$ cat src/rtl/uart_hex_display.sv
// UART receiver collecting ASCII hex digits into an 8-digit buffer, shown on a multiplexed
// 7-segment display on CR. Define UART_ECHO_EN to retransmit every valid received byte on RsTx.
module uart_hex_display #(
  parameter int CLK_FREQ    = 100_000_000,
  parameter int BAUD_RATE   = 9600,
  parameter int REFRESH_DIV = 100_000
) (
  input  logic       clk,
  input  logic       rst_n,
  input  logic       RsRx,
  output logic       RsTx,
  output logic       siganl_input,
  output logic       siganl_out,
  output logic [7:0] AN,
  output logic [6:0] SEG
);
  localparam int BAUD_DIV = CLK_FREQ / BAUD_RATE;
  localparam int HALF_DIV = BAUD_DIV / 2;
  localparam int CW       = $clog2(BAUD_DIV + 1);
  localparam int RW       = $clog2(REFRESH_DIV + 1);

  typedef enum logic [1:0] {S_IDLE, S_START, S_DATA, S_STOP} uart_state_e;

  function automatic logic [6:0] hex_font(input logic [3:0] d);
    case (d)
      4'h0: hex_font = 7'h40;  4'h1: hex_font = 7'h79;
      4'h2: hex_font = 7'h24;  4'h3: hex_font = 7'h30;
      4'h4: hex_font = 7'h19;  4'h5: hex_font = 7'h12;
      4'h6: hex_font = 7'h02;  4'h7: hex_font = 7'h78;
      4'h8: hex_font = 7'h00;  4'h9: hex_font = 7'h10;
      4'hA: hex_font = 7'h08;  4'hB: hex_font = 7'h03;
      4'hC: hex_font = 7'h46;  4'hD: hex_font = 7'h21;
      4'hE: hex_font = 7'h06;  default: hex_font = 7'h0E;
    endcase
  endfunction

  logic              rx_meta_q, rx_sync_q, rx_prev_q;
  uart_state_e       rx_state_q, rx_state_d;
  logic [CW-1:0]     rx_cnt_q, rx_cnt_d;
  logic [2:0]        rx_bit_q, rx_bit_d;
  logic [7:0]        rx_shift_q, rx_shift_d;
  logic              rx_valid_q, rx_valid_d;
  logic [31:0]       hex_buf_q, hex_buf_d, disp_q, disp_d;
  logic [RW-1:0]     ref_cnt_q;
  logic [2:0]        slot_q;
  logic [7:0]        an_q;
  logic [6:0]        seg_q;
  logic [3:0]        digit;
  logic              is_hex;
  logic [3:0]        nibble;

  always_ff @(posedge clk or negedge rst_n) begin
    if (!rst_n) begin
      rx_meta_q  <= 1'b1;
      rx_sync_q  <= 1'b1;
      rx_prev_q  <= 1'b1;
      rx_state_q <= S_IDLE;
      rx_cnt_q   <= '0;
      rx_bit_q   <= '0;
      rx_shift_q <= '0;
      rx_valid_q <= 1'b0;
      hex_buf_q  <= '0;
      disp_q     <= '0;
    end else begin
      rx_meta_q  <= RsRx;
      rx_sync_q  <= rx_meta_q;
      rx_prev_q  <= rx_sync_q;
      rx_state_q <= rx_state_d;
      rx_cnt_q   <= rx_cnt_d;
      rx_bit_q   <= rx_bit_d;
      rx_shift_q <= rx_shift_d;
      rx_valid_q <= rx_valid_d;
      hex_buf_q  <= hex_buf_d;
      disp_q     <= disp_d;
    end
  end

  always_comb begin
    rx_state_d = rx_state_q;
    rx_cnt_d   = rx_cnt_q;
    rx_bit_d   = rx_bit_q;
    rx_shift_d = rx_shift_q;
    rx_valid_d = 1'b0;
    case (rx_state_q)
      S_IDLE: if (rx_prev_q && !rx_sync_q) begin
        rx_state_d = S_START;
        rx_cnt_d   = '0;
      end
      // Mid-start re-sample: a high line here was only a glitch.
      S_START: if (rx_cnt_q == CW'(HALF_DIV - 1)) begin
        rx_cnt_d   = '0;
        rx_bit_d   = '0;
        rx_state_d = rx_sync_q ? S_IDLE : S_DATA;
      end else rx_cnt_d = rx_cnt_q + 1'b1;
      S_DATA: if (rx_cnt_q == CW'(BAUD_DIV - 1)) begin
        rx_cnt_d   = '0;
        rx_shift_d = {rx_sync_q, rx_shift_q[7:1]};
        if (rx_bit_q == 3'd7) rx_state_d = S_STOP;
        else rx_bit_d = rx_bit_q + 1'b1;
      end else rx_cnt_d = rx_cnt_q + 1'b1;
      S_STOP: if (rx_cnt_q == CW'(BAUD_DIV - 1)) begin
        rx_cnt_d   = '0;
        rx_state_d = S_IDLE;
        rx_valid_d = rx_sync_q;
      end else rx_cnt_d = rx_cnt_q + 1'b1;
      default: rx_state_d = S_IDLE;
    endcase
  end

  always_comb begin
    is_hex = 1'b1;
    nibble = '0;
    if (rx_shift_q >= 8'h30 && rx_shift_q <= 8'h39)      nibble = 4'(rx_shift_q - 8'h30);
    else if (rx_shift_q >= 8'h41 && rx_shift_q <= 8'h46) nibble = 4'(rx_shift_q - 8'h37);
    else if (rx_shift_q >= 8'h61 && rx_shift_q <= 8'h66) nibble = 4'(rx_shift_q - 8'h57);
    else is_hex = 1'b0;
  end

  always_comb begin
    hex_buf_d = hex_buf_q;
    disp_d    = disp_q;
    if (rx_valid_q) begin
      if (is_hex) hex_buf_d = {hex_buf_q[27:0], nibble};
      else if (rx_shift_q == 8'h0D) begin
        disp_d    = hex_buf_q;
        hex_buf_d = '0;
      end
    end
  end

  assign siganl_input = (rx_state_q != S_IDLE);

  // Digit outputs are registered so reset can hold AN/SEG blank.
  assign digit = disp_q[{slot_q, 2'b00} +: 4];

  always_ff @(posedge clk or negedge rst_n) begin
    if (!rst_n) begin
      ref_cnt_q <= '0;
      slot_q    <= '0;
      an_q      <= 8'hFF;
      seg_q     <= 7'h7F;
    end else begin
      an_q  <= ~(8'h01 << slot_q);
      seg_q <= hex_font(digit);
      if (ref_cnt_q == RW'(REFRESH_DIV - 1)) begin
        ref_cnt_q <= '0;
        slot_q    <= slot_q + 1'b1;
      end else begin
        ref_cnt_q <= ref_cnt_q + 1'b1;
      end
    end
  end

  assign AN  = an_q;
  assign SEG = seg_q;

`ifdef UART_ECHO_EN
  uart_state_e   tx_state_q, tx_state_d;
  logic [CW-1:0] tx_cnt_q, tx_cnt_d;
  logic [2:0]    tx_bit_q, tx_bit_d;
  logic [7:0]    tx_shift_q, tx_shift_d;
  logic          pend_valid_q, pend_valid_d;
  logic [7:0]    pend_byte_q, pend_byte_d;
  logic          tx_load, pend_accept;

  always_ff @(posedge clk or negedge rst_n) begin
    if (!rst_n) begin
      tx_state_q   <= S_IDLE;
      tx_cnt_q     <= '0;
      tx_bit_q     <= '0;
      tx_shift_q   <= '0;
      pend_valid_q <= 1'b0;
      pend_byte_q  <= '0;
    end else begin
      tx_state_q   <= tx_state_d;
      tx_cnt_q     <= tx_cnt_d;
      tx_bit_q     <= tx_bit_d;
      tx_shift_q   <= tx_shift_d;
      pend_valid_q <= pend_valid_d;
      pend_byte_q  <= pend_byte_d;
    end
  end

  // The pending slot frees in the same clock the transmitter takes it, so a new byte can land there.
  always_comb begin
    tx_load      = (tx_state_q == S_IDLE) && pend_valid_q;
    pend_accept  = rx_valid_q && (!pend_valid_q || tx_load);
    pend_valid_d = (pend_valid_q && !tx_load) || pend_accept;
    pend_byte_d  = pend_accept ? rx_shift_q : pend_byte_q;
    tx_state_d   = tx_state_q;
    tx_cnt_d     = tx_cnt_q;
    tx_bit_d     = tx_bit_q;
    tx_shift_d   = tx_shift_q;
    case (tx_state_q)
      S_IDLE: if (pend_valid_q) begin
        tx_state_d = S_START;
        tx_cnt_d   = '0;
        tx_shift_d = pend_byte_q;
      end
      S_START: if (tx_cnt_q == CW'(BAUD_DIV - 1)) begin
        tx_cnt_d   = '0;
        tx_bit_d   = '0;
        tx_state_d = S_DATA;
      end else tx_cnt_d = tx_cnt_q + 1'b1;
      S_DATA: if (tx_cnt_q == CW'(BAUD_DIV - 1)) begin
        tx_cnt_d   = '0;
        tx_shift_d = {1'b0, tx_shift_q[7:1]};
        if (tx_bit_q == 3'd7) tx_state_d = S_STOP;
        else tx_bit_d = tx_bit_q + 1'b1;
      end else tx_cnt_d = tx_cnt_q + 1'b1;
      S_STOP: if (tx_cnt_q == CW'(BAUD_DIV - 1)) begin
        tx_cnt_d   = '0;
        tx_state_d = S_IDLE;
      end else tx_cnt_d = tx_cnt_q + 1'b1;
      default: tx_state_d = S_IDLE;
    endcase
  end

  always_comb begin
    RsTx = 1'b1;
    if (tx_state_q == S_START)     RsTx = 1'b0;
    else if (tx_state_q == S_DATA) RsTx = tx_shift_q[0];
  end

  assign siganl_out = (tx_state_q != S_IDLE);
`else
  assign RsTx       = 1'b1;
  assign siganl_out = 1'b0;
`endif

endmodule

$ cat config.mk
export PLATFORM = sky130hd
export DESIGN_NAME = uart_hex_display
export DESIGN_NICKNAME = d
export VERILOG_FILES = /design/src/rtl/uart_hex_display.sv
export SDC_FILE = /design/constraint.sdc
export NUM_CORES = 1
export LEC_CHECK = 0
export ABC_CLOCK_PERIOD_IN_PS = 2700
export CAP_MARGIN = 20
export CORE_ASPECT_RATIO = 0.8
export CORE_MARGIN = 1
export CORE_UTILIZATION = 40
export CTS_BUF_LIST = sky130_fd_sc_hd__clkbuf_4 sky130_fd_sc_hd__clkbuf_8
export DETAILED_ROUTE_END_ITERATION = 10
export SYNTH_ARGS = -nofsm -noshare
export SYNTH_HDL_FRONTEND = slang
export SYNTH_SLANG_ARGS = --single-unit
$ cat constraint.sdc
create_clock -name clk -period 2.7 [get_ports clk]
set_input_delay 0.54 -clock clk [delete_from_list [all_inputs] [get_ports clk]]
set_output_delay 0.54 -clock clk [all_outputs]
set_load 0.01 [all_outputs]
Word level (Yosys, flattened, before mapping)
Memories as Yosys holds them, arrays and structs flattened. A register that Yosys moved wholly into a read port is not among the register bits.
Index checks and enable logic that the tools add are counted.

cells by class
  add/subtract/negate cells = 7
  multiply operators = 0
  div/mod/pow operators = 0
  magnitude comparators = 6
  equal/unequal tests = 14
  shift-type cells = 2
  multiplexer cells = 26
  bitwise operators = 2
  reductions and logical operators = 16

operator list
  cell                     count
  $mux W32                 2
  $mux W14                 3
  $pmux W14 S3             1
  $shiftx A32 B6 Y4        1
  $add A17 B1 Y17 const B  1
  $eq A17 B17 Y1 const B   1
  $mux W17                 1
  $ge A8 B7 Y1 const B     2
  $le A8 B7 Y1 const B     2
  $add A14 B1 Y14 const B  1
  $eq A14 B13 Y1 const B   1
  $eq A14 B14 Y1 const B   1
  $mux W2                  6
  $mux W4                  3
  $ne A2 B2 Y1 const B     6
  $mux W3                  3
  $eq A8 B4 Y1 const B     1
  $ge A8 B6 Y1 const B     1
  $le A8 B6 Y1 const B     1
  $not A8 Y8               1
  $pmux W2 S4              1
  $shl A1 B3 Y8 const A    1
  $sub A4 B3 Y4 const B    2
  $add A3 B1 Y3 const B    2
  other kinds (16)         28

storage, ports and cells
  register bits after elaboration = 123
  bits in latches = 0
  memory bits (writable) = 0
  bits in read-only memories = 112
  input bits = 3
  output and inout port bits = 18
  logic and storage cells = 87
  memories = 1

memories
  name             words  bits a word  rd ports  clocked after Yosys merged registers in  write ports  line  source
  (no name shown)  16     7            1         1                                        0            25    case (d)

Logic depth before layout (Yosys ltp)
Gate-level depths: netlist of run 1.

  depth in word-level cells = 7
  gate-level depth with buffers = 9
  gate-level depth less buffers = 8

Least setup slack after synthesis of run 1
No wires, ideal clock.

  kind = register to register
  start point = reg slot_q[0]
  end point = reg seg_q[3], in the netlist SEG[3]
  setup time = 0.077 ns
  arrival = 2.196 ns
  data required time = 2.623 ns
  path slack = 0.426 ns
  cell stages (with the launch flop) = 10
  path buffers = 1
  clock period less this slack = 2.274 ns
  cells stage by stage = dfrtp_1 > buf_2 > mux4_2 > mux2i_1 > inv_1 > ha_1 > inv_1 > nor2_1 > nand3b_1 > o21a_1

on the way
  word-level cells in the longest chain between the ends = 1

RTL lines
  item                      line  source
  start: declaration        45    logic [2:0] slot_q;
  start signal: assignment  147   slot_q <= slot_q + 1'b1;
  $shiftx A32 B6 Y4         134   assign digit = disp_q[{slot_q, 2'b00} +: 4];
  end: declaration          47    logic [6:0] seg_q;

No other way between the ends.
A chain may end at the register's enable or synchronous reset.

Worst setup path after layout of run 1
  start point = reg slot_q[0]
  end point = reg seg_q[0], in the netlist SEG[0]

Same word-level chain as after synthesis.

==> metrics.yaml, run 1 <==
synth_cell_type_count: 58
critPathCaptureType: "flip-flop"
crit_arrival_ns: 2.68
grt_pass1_wl_um: 18830
rrSetupSlack_ns: 0.37
timing.rr.end: "SEG[0]"
power_frac_seq_pct: 50.1
hold_buffers: 0
period_needed_ns: 2.326
synth_edf_count: 0
drv_cap: 0
yosysTopAreaCell: "dfrtp_1"
placed_area_um2: 6446
max_freq_mhz: 429.9
fillCellCount: 1294
coreArea_um2: 14490
yosysMostFrequentCell: "dfrtp_1"
synthTopCellsByArea: "dfrtp_1 (46%), dfstp_2 (7.8%), mux2_2 (7.7%)"
synth_cells: 539
skew_ns: 0.01110
ys_seq_elements: 130
clkPwrFrac_pct: 42.8
synthesis.nets: 561
finalMaxSlewViolations: 0
drtIter0Drc: 148
cts.repair.resized: 0
clockBufferDepth: 2
power_density_nw_per_um2: 613.5
setup_tns_ns: 0
min_period_over_period_pct: 86.16
synth_area_um2: 6031
firstDrtPassIters: 5
drtAntennaViolNets: 0
io_buffers: 18
critPathLaunchType: "flip-flop"
cts.clk_slew.worst_paths_ns: 0.08
status: "completed"
post_cts_buffers: 0
hold_slack_ns: 0.05453
antenna_found_initial: 0
start_util_pct: 41.61
grt_pass1_vias: 3947
vias: 3864
area_growth_pct: 14.21
hold_path_class: "in2async"
overflow: 0
critical_path_class: "reg2reg"
required_ns: 3.05
ctsRootBufferMaster: "clkbuf_8"
layout-drive-gt1-share_pct: 21.32
switchingPower_mw: 1.071
cts-htree-levels: 4
yosysSeqAreaShare_pct: 54.32
crit_end: "SEG[0]"
vias_per_cell: 5.078
tritoncts: "built"
hold_violations: 0
yosysTopAreaCellShare_pct: 46.47
startpoint: "slot_q[0]"
final_area_um2: 6888
antenna_cells: 0
path_max_fanout: 10
std_cell_rows: 39
wl_per_cell_um: 13.73
dp.final_hpwl_um: 7033
finalWirelength_um: 10450
place.gp.congestion: 0.8417
drc_errors: 0
grt_max_degree: 66
nNetsFinal: 586
p_leak_nw: 3.134
die_h_um: 111.8
maxSlewHeadroom_pct: 54.29
reg2reg_depth: 6
cts_sinks: 130
synth_area_per_cell_um2: 11.19
die_x_um: 139.3
track_usage_pct: 15.31
worst_pin_slew_ns: 0.6805
p_int_mw: 3.155
combinationalPowerShare_pct: 7.1
clock_latency_ns: 0.44
swShare_pct: 25.34
ys_async_sr_fraction_pct: 100.0
vdd_drop_max_mv: 0.3310
rsz0062_at_grt: "false"
reg2reg_from: "slot_q[0]"
die_area_um2: 15580
cts_made_buffers: 17
ys.flop_type: "dfrtp_1"
synth_commonest_cells: "dfrtp_1 (112), nand2_1 (102), mux2_2 (41)"
finalSetupViolations: 0
ys_warn_count: 0
ios: 21
## worst min path at each step
stage / startpoint / to / slack [ns] / depth (start not counted)
final: rst_n / ref_cnt_q[11] / 0.05 / 1
after detailed placement: rx_meta_q / rx_sync_q / 0.35 / 0
after global routing: rst_n / ref_cnt_q[10] / 0.06 / 1
after floorplan: rst_n / async pin / 0.24 / 0
after global placement: rx_meta_q / rx_sync_q / 0.35 / 0
after CTS: rst_n / ref_cnt_q[10] / 0.05 / 1
## placed cells by master, fill, tap and decap left out, drive strengths merged, types with 3 or more instances in the layout
cell and count:
nand3b 6, nor4 3, o21a 3, nand3 17
and3 4, clkinv 5, ha 19, mux2i 12
xor2 7, buf 13, nor3 4, dfrtp 112
a21oi 10, bufinv 4, nor2b 3, mux2 41
a31oi 11, inv 22, nor2 26, clkinvlp 3
clkbuf 17, dfstp 18, xnor2 12, or4b 3
nand4 5, o21ai 38, mux4 8, clkdlybuf4s50 17
nand2 102, a22o 6
## per-stage QoR
step | setup slack, ns | total power [mW] | utilization (%) | instances
floorplan | 0.4265 | 2.358 | - | 539
global placement | 0.4219 | 2.444 | 44.48 | 729
detailed placement | 0.3727 | 2.458 | 44.48 | 729
CTS | 0.3577 | 4.282 | 47.53 | 761
global route | 0.1643 | 4.434 | 47.53 | 761
finish | 0.3738 | 4.226 | 47.53 | 761
## sequential cells by signal (all words and copies together) (netlist names), 3 cells and up, named ones only
register    count
rx_bit_q        3
hex_buf_q      32
rx_cnt_q       14
SEG             7
AN              8
ref_cnt_q      17
rx_shift_q      8
disp_q         32
slot_q          3
## per-layer routing
layer / GRT usage (%) / share of wire, % / vias to the layer above
met1: 20.28 / 50 / 1877
met4: 6.370 / 1.5 / 0
met2: 23.69 / 45 / 55
li1: - / - / 1920
met5: 0 / 0 / -
met3: 4.301 / 3.0 / 12
## area by class of cell
| class | instances | area [um^2] | area share (%) |
|---|---|---|---|
| Multi-Input combinational cell | 366 | 2564 | 37.22 |
| Inverter | 19 | 71.32 | 1.035 |
| Timing Repair Buffer | 30 | 305.3 | 4.432 |
| Clock inverter | 15 | 207.7 | 3.015 |
| Tap cell | 184 | 230.2 | 3.342 |
| Clock buffer | 17 | 234.0 | 3.397 |
| Sequential cell | 130 | 3276 | 47.56 |
## worst max-delay path, cell delays in order (launching register included)
cell     delay (ns)
dfrtp_1        0.68
buf_4          0.22
mux4_2         0.50
mux2_2         0.34
and2_1         0.19
a22oi_1        0.21
o31ai_1        0.10
## power groups by stage
stage	registers, mW	clock network (mW)	logic [mW]
detailed placement	2.15	0	0.306
global route	2.13	1.95	0.348
finish	2.12	1.81	0.301
global placement	2.15	0	0.297
floorplan	2.12	0	0.238
CTS	2.11	1.86	0.307
## cell families (layout without fill, tap and decap cells)
group           count (synthesis)  in the layout  synth area share (%)
buf+inv                        43             81                 3.174
mux                            61             61                 12.63
simple gates                  187            187                 14.88
flops                         130            130                 54.32
compound gates                 78             78                 8.174
fa+ha+maj                      19             19                 3.942
xor+xnor                       19             19                 2.759
other cells                     2              2                0.1245
Note: power is estimated with default switching activity, not from simulation.
==> inputs of run 2 (changes only) <==
- PLACE_DENSITY_LB_ADDON: default -> 0.15
==> metrics.yaml, run 2 (same netlist as run 1, synthesis figures left out) <==
finalSetupViolations: 0  # unchanged
reg2reg_from: "slot_q[0]"
vias_per_cell: 5.075  # about the same
cts.clk_slew.worst_paths_ns: 0.08  # about the same
rsz0062_at_grt: "false"
reg2reg_depth: 6  # unchanged
slowest_delay_ns: 0.64  # -0.04 ns
period_needed_ns: 2.387  # +0.06033 ns
grt_max_degree: 75  # +14%
antenna_found_initial: 0  # unchanged
rrSetupSlack_ns: 0.31  # -0.06 ns
hold_path_depth: 0
nNetsFinal: 586  # unchanged
cts_sinks: 130  # unchanged
max_freq_mhz: 419.0  # -2.5%
place.gp.congestion: 0.7531  # -11%
start_util_pct: 41.61  # unchanged
setup_tns_ns: 0  # unchanged
critPathCaptureType: "flip-flop"
crit_arrival_ns: 2.74  # +0.06 ns
skew_ns: 0.01225  # +0.001150 ns
drc_errors: 0  # unchanged
drv_cap: 0  # unchanged
vdd_drop_max_mv: 0.3467  # +4.7%
utilization_pct: 47.06  # -0.47 points
placed_cells: 728  # -0.14%
cts.repair.resized: 0  # unchanged
hold_path_class: "reg2reg"
grt_pass1_wl_um: 19160  # +1.8%
cts-htree-levels: 4  # unchanged
die_h_um: 111.8  # unchanged
overflow: 0  # unchanged
ios: 21  # unchanged
stdcell_count: 761  # unchanged
reg.largest.list: "disp_q x32, hex_buf_q x32, ref_cnt_q x17"
cp_slowest_cell: "dfrtp_1"
drtIter0Drc: 149  # +0.68%
path_max_fanout: 8  # -2
track_usage_pct: 15.53  # +0.22 points
dp.final_hpwl_um: 7133  # +1.4%
clock_latency_ns: 0.44  # about the same
status: "completed"
firstDrtPassIters: 4  # -1
hold_buffers: 1  # +1
timing.rr.end: "SEG[0]"
layout_commonest_cell: "dfrtp_1"
clockBufferDepth: 2  # unchanged
hold_violations: 0  # unchanged
layout-drive-gt1-share_pct: 20.97  # -0.35 points
power_density_nw_per_um2: 580.0  # -5.5%
cts_made_buffers: 17  # unchanged
wl_per_cell_um: 14.06  # +2.4%
critical_path_class: "reg2reg"
finalWirelength_um: 10700  # +2.4%
die_x_um: 139.3  # unchanged
antenna_cells: 0  # unchanged
die_area_um2: 15580  # unchanged
fillCellCount: 1329  # +2.7%
maxSlewHeadroom_pct: 55.68  # +1.4 points
grt_pass1_vias: 3893  # -1.4%
worst_pin_slew_ns: 0.6598  # -0.02067 ns
area_growth_pct: 13.09
worstPathCellList: "buf_4 -> mux4_2 -> mux2_2 -> and2_1 -> a22oi_1 -> o31ai_1"
critPathLaunchType: "flip-flop"
drtAntennaViolNets: 0  # unchanged
finalMaxSlewViolations: 0  # unchanged
hold_path_end: "rx_sync_q"
required_ns: 3.05  # about the same
mostFrequentLayoutCells: "dfrtp_1 (112), nand2_1 (102), mux2_2 (41)"
std_cell_rows: 39  # unchanged
post_cts_buffers: 0  # unchanged
io_buffers: 18  # unchanged
ctsRootBufferMaster: "clkbuf_8"
p_leak_nw: 3.089  # -1.5%
hold_start: "rx_meta_q"
coreArea_um2: 14490  # unchanged
vias: 3862  # -0.052%
min_period_over_period_pct: 88.39  # +2.2 points
tritoncts: "built"
## run 2: changes by cell type in the layout (fill, tap and decap cells not counted), sizes merged
cell	delta
dlygate4sd3	+1
buf	-1
bufinv	-3
clkinvlp	+2
clkinv	+2
inv	-1
## run 2: cell type report
| type | count | area, um^2 | share of cell area, % |
|---|---|---|---|
| inverters | 19 | 71.32 | 1.046 |
| multi-input cells | 366 | 2564 | 37.59 |
| well taps | 184 | 230.2 | 3.376 |
| clock buffers | 17 | 234.0 | 3.431 |
| clock inverters | 15 | 137.6 | 2.018 |
| repair buffers | 30 | 307.8 | 4.513 |
| flip-flops and latches | 130 | 3276 | 48.03 |
## run 2: per-layer routing
metal / part of all wire, % / track usage (%)
met1: 51 / 20.48
met2: 45 / 24.46
met3: 3.3 / 4.559
met5: 0 / 0
met4: 1.2 / 5.333
## run 2: worst max path at each step
stage	startpoint	endpoint	cells after the start
2_1_floorplan	slot_q[0]	SEG[3]	9
3_3_place_gp	slot_q[0]	SEG[0]	6
3_5_place_dp	slot_q[0]	SEG[0]	6
4_1_cts	slot_q[0]	SEG[0]	6
5_1_grt	slot_q[0]	SEG[0]	6
6_report	slot_q[0]	SEG[0]	6
## run 2: stage by stage
stage	total power [mW]	setup slack, ns	area, um^2	hold slack, ns
global route	4.156	0.1694	6820	0.3680
detailed placement	2.454	0.3117	6439	0.3473
global placement	2.446	0.3777	6439	0.3476
floorplan	2.358	0.4265	6031	0.2444
finish	3.956	0.3134	6820	0.3646
CTS	4.012	0.2869	6820	0.3626
## run 2: power breakdown
part	leakage [nW]	switching (mW)	internal, mW
sequential	1.72	0.101	2.01
clock	0.172	0.808	0.731
combinational	1.20	0.177	0.123
total	3.09	1.09	2.87
## run 2: critical path, delay by kind of cell, from the launching register on
kind                   cells  cell delay, ns
AND/OR/NAND/NOR            1            0.19
multiplexers               2            0.85
buffers and inverters      1            0.25
AO/OA/AOI/OAI              2            0.35
flip-flops                 1            0.64
==> inputs of run 3 (changes only) <==
- ABC_CLOCK_PERIOD_IN_PS: 2700 -> 2650
- clock period: 2.7 -> 2.65 ns (I/O delays scaled with it)
==> metrics.yaml, run 3 (same netlist as run 1, synthesis figures left out) <==
status: "completed"
critPathCaptureType: "flip-flop"
coreArea_um2: 14490  # unchanged
wl_per_cell_um: 13.96  # -0.72%
grt_pass1_wl_um: 18900  # -1.4%
drc_errors: 0  # unchanged
p_total_mw: 3.980  # +0.61%
post_cts_buffers: 0  # unchanged
firstDrtPassIters: 4  # unchanged
mostFrequentLayoutCells: "dfrtp_1 (112), nand2_1 (102), mux2_2 (41)"
fillCellCount: 1314  # -1.1%
dp.final_hpwl_um: 6971  # -2.3%
placed_area_um2: 6454  # +0.23%
hold_slack_ns: 0.06019  # -0.3044 ns
required_ns: 2.96  # -0.09 ns
layout_commonest_cell: "dfrtp_1"
cts_made_buffers: 17  # unchanged
period_needed_ns: 2.306  # -0.08044 ns
clock_latency_ns: 0.44  # about the same
vdd_drop_max_mv: 0.4826  # +39%
critical_path_class: "reg2reg"
area_growth_pct: 12.97
hold_violations: 0  # unchanged
maxSlewHeadroom_pct: 43.34  # -12 points
antenna_found_initial: 0  # unchanged
start_util_pct: 41.61  # unchanged
ctsRootBufferMaster: "clkbuf_8"
layout-drive-gt1-share_pct: 21.45  # +0.48 points
worst_pin_slew_ns: 0.8434  # +0.1836 ns
max_freq_mhz: 433.6  # +3.5%
clockBufferDepth: 2  # unchanged
cts-htree-levels: 4  # unchanged
antenna_cells: 0  # unchanged
hold_buffers: 0  # -1
finalSetupViolations: 0  # unchanged
drv_cap: 0  # unchanged
vias_per_cell: 5.063  # -0.23%
io_buffers: 18  # unchanged
vias: 3858  # -0.10%
die_h_um: 111.8  # unchanged
finalWirelength_um: 10640  # -0.59%
drtAntennaViolNets: 0  # unchanged
p_leak_nw: 3.098  # +0.31%
min_period_over_period_pct: 87.02  # -1.4 points
crit_arrival_ns: 2.62  # -0.12 ns
path_max_fanout: 25  # +17
rsz0062_at_grt: "false"
stdcell_count: 762  # +0.13%
nNetsFinal: 587  # +0.17%
setup_tns_ns: 0  # unchanged
ios: 21  # unchanged
tritoncts: "built"
drtIter0Drc: 164  # +10%
track_usage_pct: 15.41  # -0.12 points
reg.largest.list: "disp_q x32, hex_buf_q x32, ref_cnt_q x17"
cts.repair.resized: 0  # unchanged
power_density_nw_per_um2: 584.2  # +0.72%
die_x_um: 139.3  # unchanged
cts_sinks: 130  # unchanged
place.gp.congestion: 0.8012  # +6.4%
overflow: 0  # unchanged
finalMaxSlewViolations: 0  # unchanged
final_area_um2: 6813  # -0.11%
grt_pass1_vias: 3911  # +0.46%
die_area_um2: 15580  # unchanged
std_cell_rows: 39  # unchanged
hold_path_class: "in2async"
skew_ns: 0.008988  # -0.003258 ns
cts.clk_slew.worst_paths_ns: 0.08  # about the same
placed_cells: 730  # +0.27%
grt_max_degree: 66  # -12%
critPathLaunchType: "flip-flop"
run 3: worst max-delay path, stage by stage (launching register included):
cell	delay, ns
dfrtp_1	0.44
or4b_4	0.57
or4_4	0.55
o2bb2ai_4	0.27
a41oi_1	0.29
a31oi_1	0.07
run 3: final cells by class:
type,count,area [um^2],area share [%]
clock buffers,20,275.3,4.040
clock inverters,12,83.83,1.230
inverters,19,71.32,1.047
multi-input cells,366,2564,37.63
flip-flops and latches,130,3276,48.08
well taps,184,230.2,3.379
repair buffers,31,312.8,4.591
run 3: where the power goes:
part | leakage [nW] | internal, mW | switching [mW]
clock network | 0.173 | 0.718 | 0.795
logic | 1.20 | 0.125 | 0.185
registers | 1.72 | 2.05 | 0.103
run 3: worst paths after layout:
check                            start     endpoint  slack [ns]  cells past startpoint
setup / recovery           rx_cnt_q[4]  rx_cnt_q[3]        0.34                      5
hold / removal                   rst_n    slot_q[1]        0.06                      1
setup reg to reg           rx_cnt_q[4]  rx_cnt_q[3]        0.34                      5
hold reg to reg              rx_meta_q    rx_sync_q        0.36                      0
max in group asynchronous        rst_n    disp_q[7]        1.82                      2
min in group clk             rx_meta_q    rx_sync_q        0.36                      0
run 3: metal layers:
layer  global-route usage [%]  share of wire (%)  vias to the layer above
met1                    20.81                 50                     1873
met2                    23.25                 45                       56
met4                    5.556                1.1                        0
met3                    4.946                3.6                       10
met5                        0                  0                        -
li1                         -                  -                     1919
run 3: stage by stage:
step,setup WS (ns),util (%)
global placement,0.3884,44.53
floorplan,0.3765,-
finish,0.3439,47.01
global route,0.2210,47.01
detailed placement,0.3639,44.53
CTS,0.3575,47.01
==> RTL edit, RTL diff (settings of run 1) <==
Register the input `RsRx` before use. The logic sees it one clock later.
--- a/src/rtl/uart_hex_display.sv
+++ b/src/rtl/uart_hex_display.sv
@@ -21,6 +21,12 @@
 
   typedef enum logic [1:0] {S_IDLE, S_START, S_DATA, S_STOP} uart_state_e;
 
+  logic RsRx_q;
+
+  always_ff @(posedge clk) begin
+    RsRx_q <= RsRx;
+  end
+
   function automatic logic [6:0] hex_font(input logic [3:0] d);
     case (d)
       4'h0: hex_font = 7'h40;  4'h1: hex_font = 7'h79;
@@ -62,7 +68,7 @@
       hex_buf_q  <= '0;
       disp_q     <= '0;
     end else begin
-      rx_meta_q  <= RsRx;
+      rx_meta_q  <= RsRx_q;
       rx_sync_q  <= rx_meta_q;
       rx_prev_q  <= rx_sync_q;
       rx_state_q <= rx_state_d;
Formal check against the unedited RTL: not equivalent (a bounded check fails within 4 cycles, from zero or initial values and one cycle with rst_n low).
==> RTL edit against run 1 <==
- sequential cell count rose by 1
- final area is 0.49% higher
- sequential power down 2%
- routed wire length grew 1.0%
- combinational power is 42% lower
- core utilization is 0.073 points higher
- die area rose by 0.53%
- critical path depth is 4 lower
- setup slack better by 0.057 ns
- synthesized cell count shrank 0.19%
- total power shrank 3.7%
- area after synthesis is 0.54% higher
- register-to-register slack gained 0.09 ns
- global-route usage shrank 0.21 points
- highest routed layer unchanged
==> RTL edit: results (changes against run 1) <==
setup_path:
  rrSetupSlack_ns: 0.46  # +0.09 ns
  cp-endpoint: "siganl_input"
  critPathKind: "flop to output port"
  r2r-end: "SEG[0]"
  critical_path_arrival_ns: 1.73  # -0.95 ns
  r2r-start: "slot_q[0]"
  worstPathMaxFanout: 8  # -2
drt:
  drt_pass1_iterations: 4  # -1
  drtIter0Drc: 240  # +62%
  routed_wirelength_mm: 10.6  # +1.0%
  avgViaCountPerCell: 5.05  # -0.49%
finish:
  fillCellCount: 1269  # -1.9%
  top_regs: "disp_q: 32 flops, hex_buf_q: 32 flops, ref_cnt_q: 17 flops"
  instances_no_fill: 762  # +0.13%
  final_nets: 587  # +0.17%
  diodes: 0  # unchanged
  design_area_um2: 6920  # +0.49%
  drive_above_1_share: 0.206  # -0.00729
cts:
  root_buffer: "clkbuf_8"
  clock_latency_ns: 0.44  # about the same
  postCtsSetupBuffers: 0  # unchanged
  h-tree-depth: 4  # unchanged
  cts_repair_resize_count: 0  # unchanged
  numCtsBuffers: 17  # unchanged
  path_clk_slew_ns: 0.08  # about the same
  clockBufferDepth: 2  # unchanged
placement:
  io_buffers: 18  # unchanged
  place_area_um2: 6480  # +0.49%
  hpwl_mm: 7.17  # +2.0%
  post-place-ws_ns: 0.466  # +0.0936 ns
  placedCellCount: 730  # +0.14%
  gp_congestion: 0.794  # -5.6%
hold_path:
  hold_class: "primary input to async pin"
global_route:
  grt_pass1_wl_mm: 18.7  # -0.77%
  grt_usage: 0.151  # -0.00206
  antenna_found_initial: 0  # unchanged
  grt_pass1_vias: 3829  # -3.0%
  grt_max_degree: 67  # +1.5%
pwr:
  p_leak_nw: 3.29  # +5.0%
  netSwitchingFraction: 0.229  # -0.0243
  ir_drop_mv: 0.281  # -15%
synthesis:
  yosysWarnings: 0  # unchanged
  synthTopCellsByCount: "dfrtp_1 (112), nand2_1 (92), nand3_1 (45), mux2_2 (33), inv_1 (24)"
  yosys.cell_types.count: 58  # unchanged
  async_flop_share: 0.992  # -0.00763
  yosysSeqAreaShare: 0.544  # about the same
  syn_nets: 560  # -0.18%
  synth.area.top_cells: "dfrtp_1 (46%), dfstp_2 (7.8%), mux2_2 (6.1%)"
  avgSynthCellArea_um2: 11.3  # +0.73%
sta:
  worst_slack_ns: 0.431  # +0.0574 ns
  hold_ws_ns: 0.0172  # -0.0373 ns
  worstMarginPinSlew_ns: 0.615  # -0.0656 ns
  finClkSkew_ns: 0.00840  # -0.00270 ns
status:
  outcome: "completed"
-- RTL edit: cell types whose count changed after synthesis, moves of 7 or more --
cell | before | now
o21ai_0 | 33 | 11
nand3_1 | 17 | 45
mux2_2 | 41 | 33
a31oi_1 | 11 | 1
o21ai_1 | 5 | 13
nand2_1 | 102 | 92
xor2_1 | 7 | 14
-- RTL edit: logic make-up (layout without fill, tap and decap cells) --
kind of cell | Yosys count | count (layout) | share of synthesized area
AO/OA/AOI/OAI | 46 | 46 | 0.0481
XOR/XNOR | 28 | 28 | 0.0404
adder cells (fa/ha/maj) | 19 | 19 | 0.0392
buffers and inverters | 48 | 88 | 0.0353
flip-flops | 131 | 131 | 0.544
multiplexers | 60 | 60 | 0.129
other | 2 | 2 | 0.00124
AND/OR/NAND/NOR | 204 | 204 | 0.163
-- RTL edit: per-layer routing --
layer	vias to the layer above	track usage	part of all wire
met1	1868	0.214	0.52
li1	1903	-	-
met4	0	0.0579	0.013
met5	-	0	0
met2	65	0.213	0.43
met3	14	0.0516	0.037
-- RTL edit: power by group through the flow --
stage	clock [mW]	sequential, mW	combinational (mW)
global placement	0	2.11	0.171
floorplan	0	2.09	0.130
global route	1.95	2.09	0.209
detailed placement	0	2.12	0.182
finish	1.81	2.08	0.175
CTS	1.87	2.08	0.181
-- RTL edit: worst max-delay path, cell delays in order (launching register included) --
cell,delay (ns)
dfrtp_1,0.45
or2_2,0.35
clkdlybuf4s50_1,0.49
-- RTL edit: area by class of cell --
type / instances / area share
flip-flops and latches: 131 / 0.476
multi-input cells: 359 / 0.369
repair buffers: 31 / 0.0434
clock buffers: 19 / 0.0378
well taps: 184 / 0.0333
clock inverters: 13 / 0.0264
inverters: 25 / 0.0136
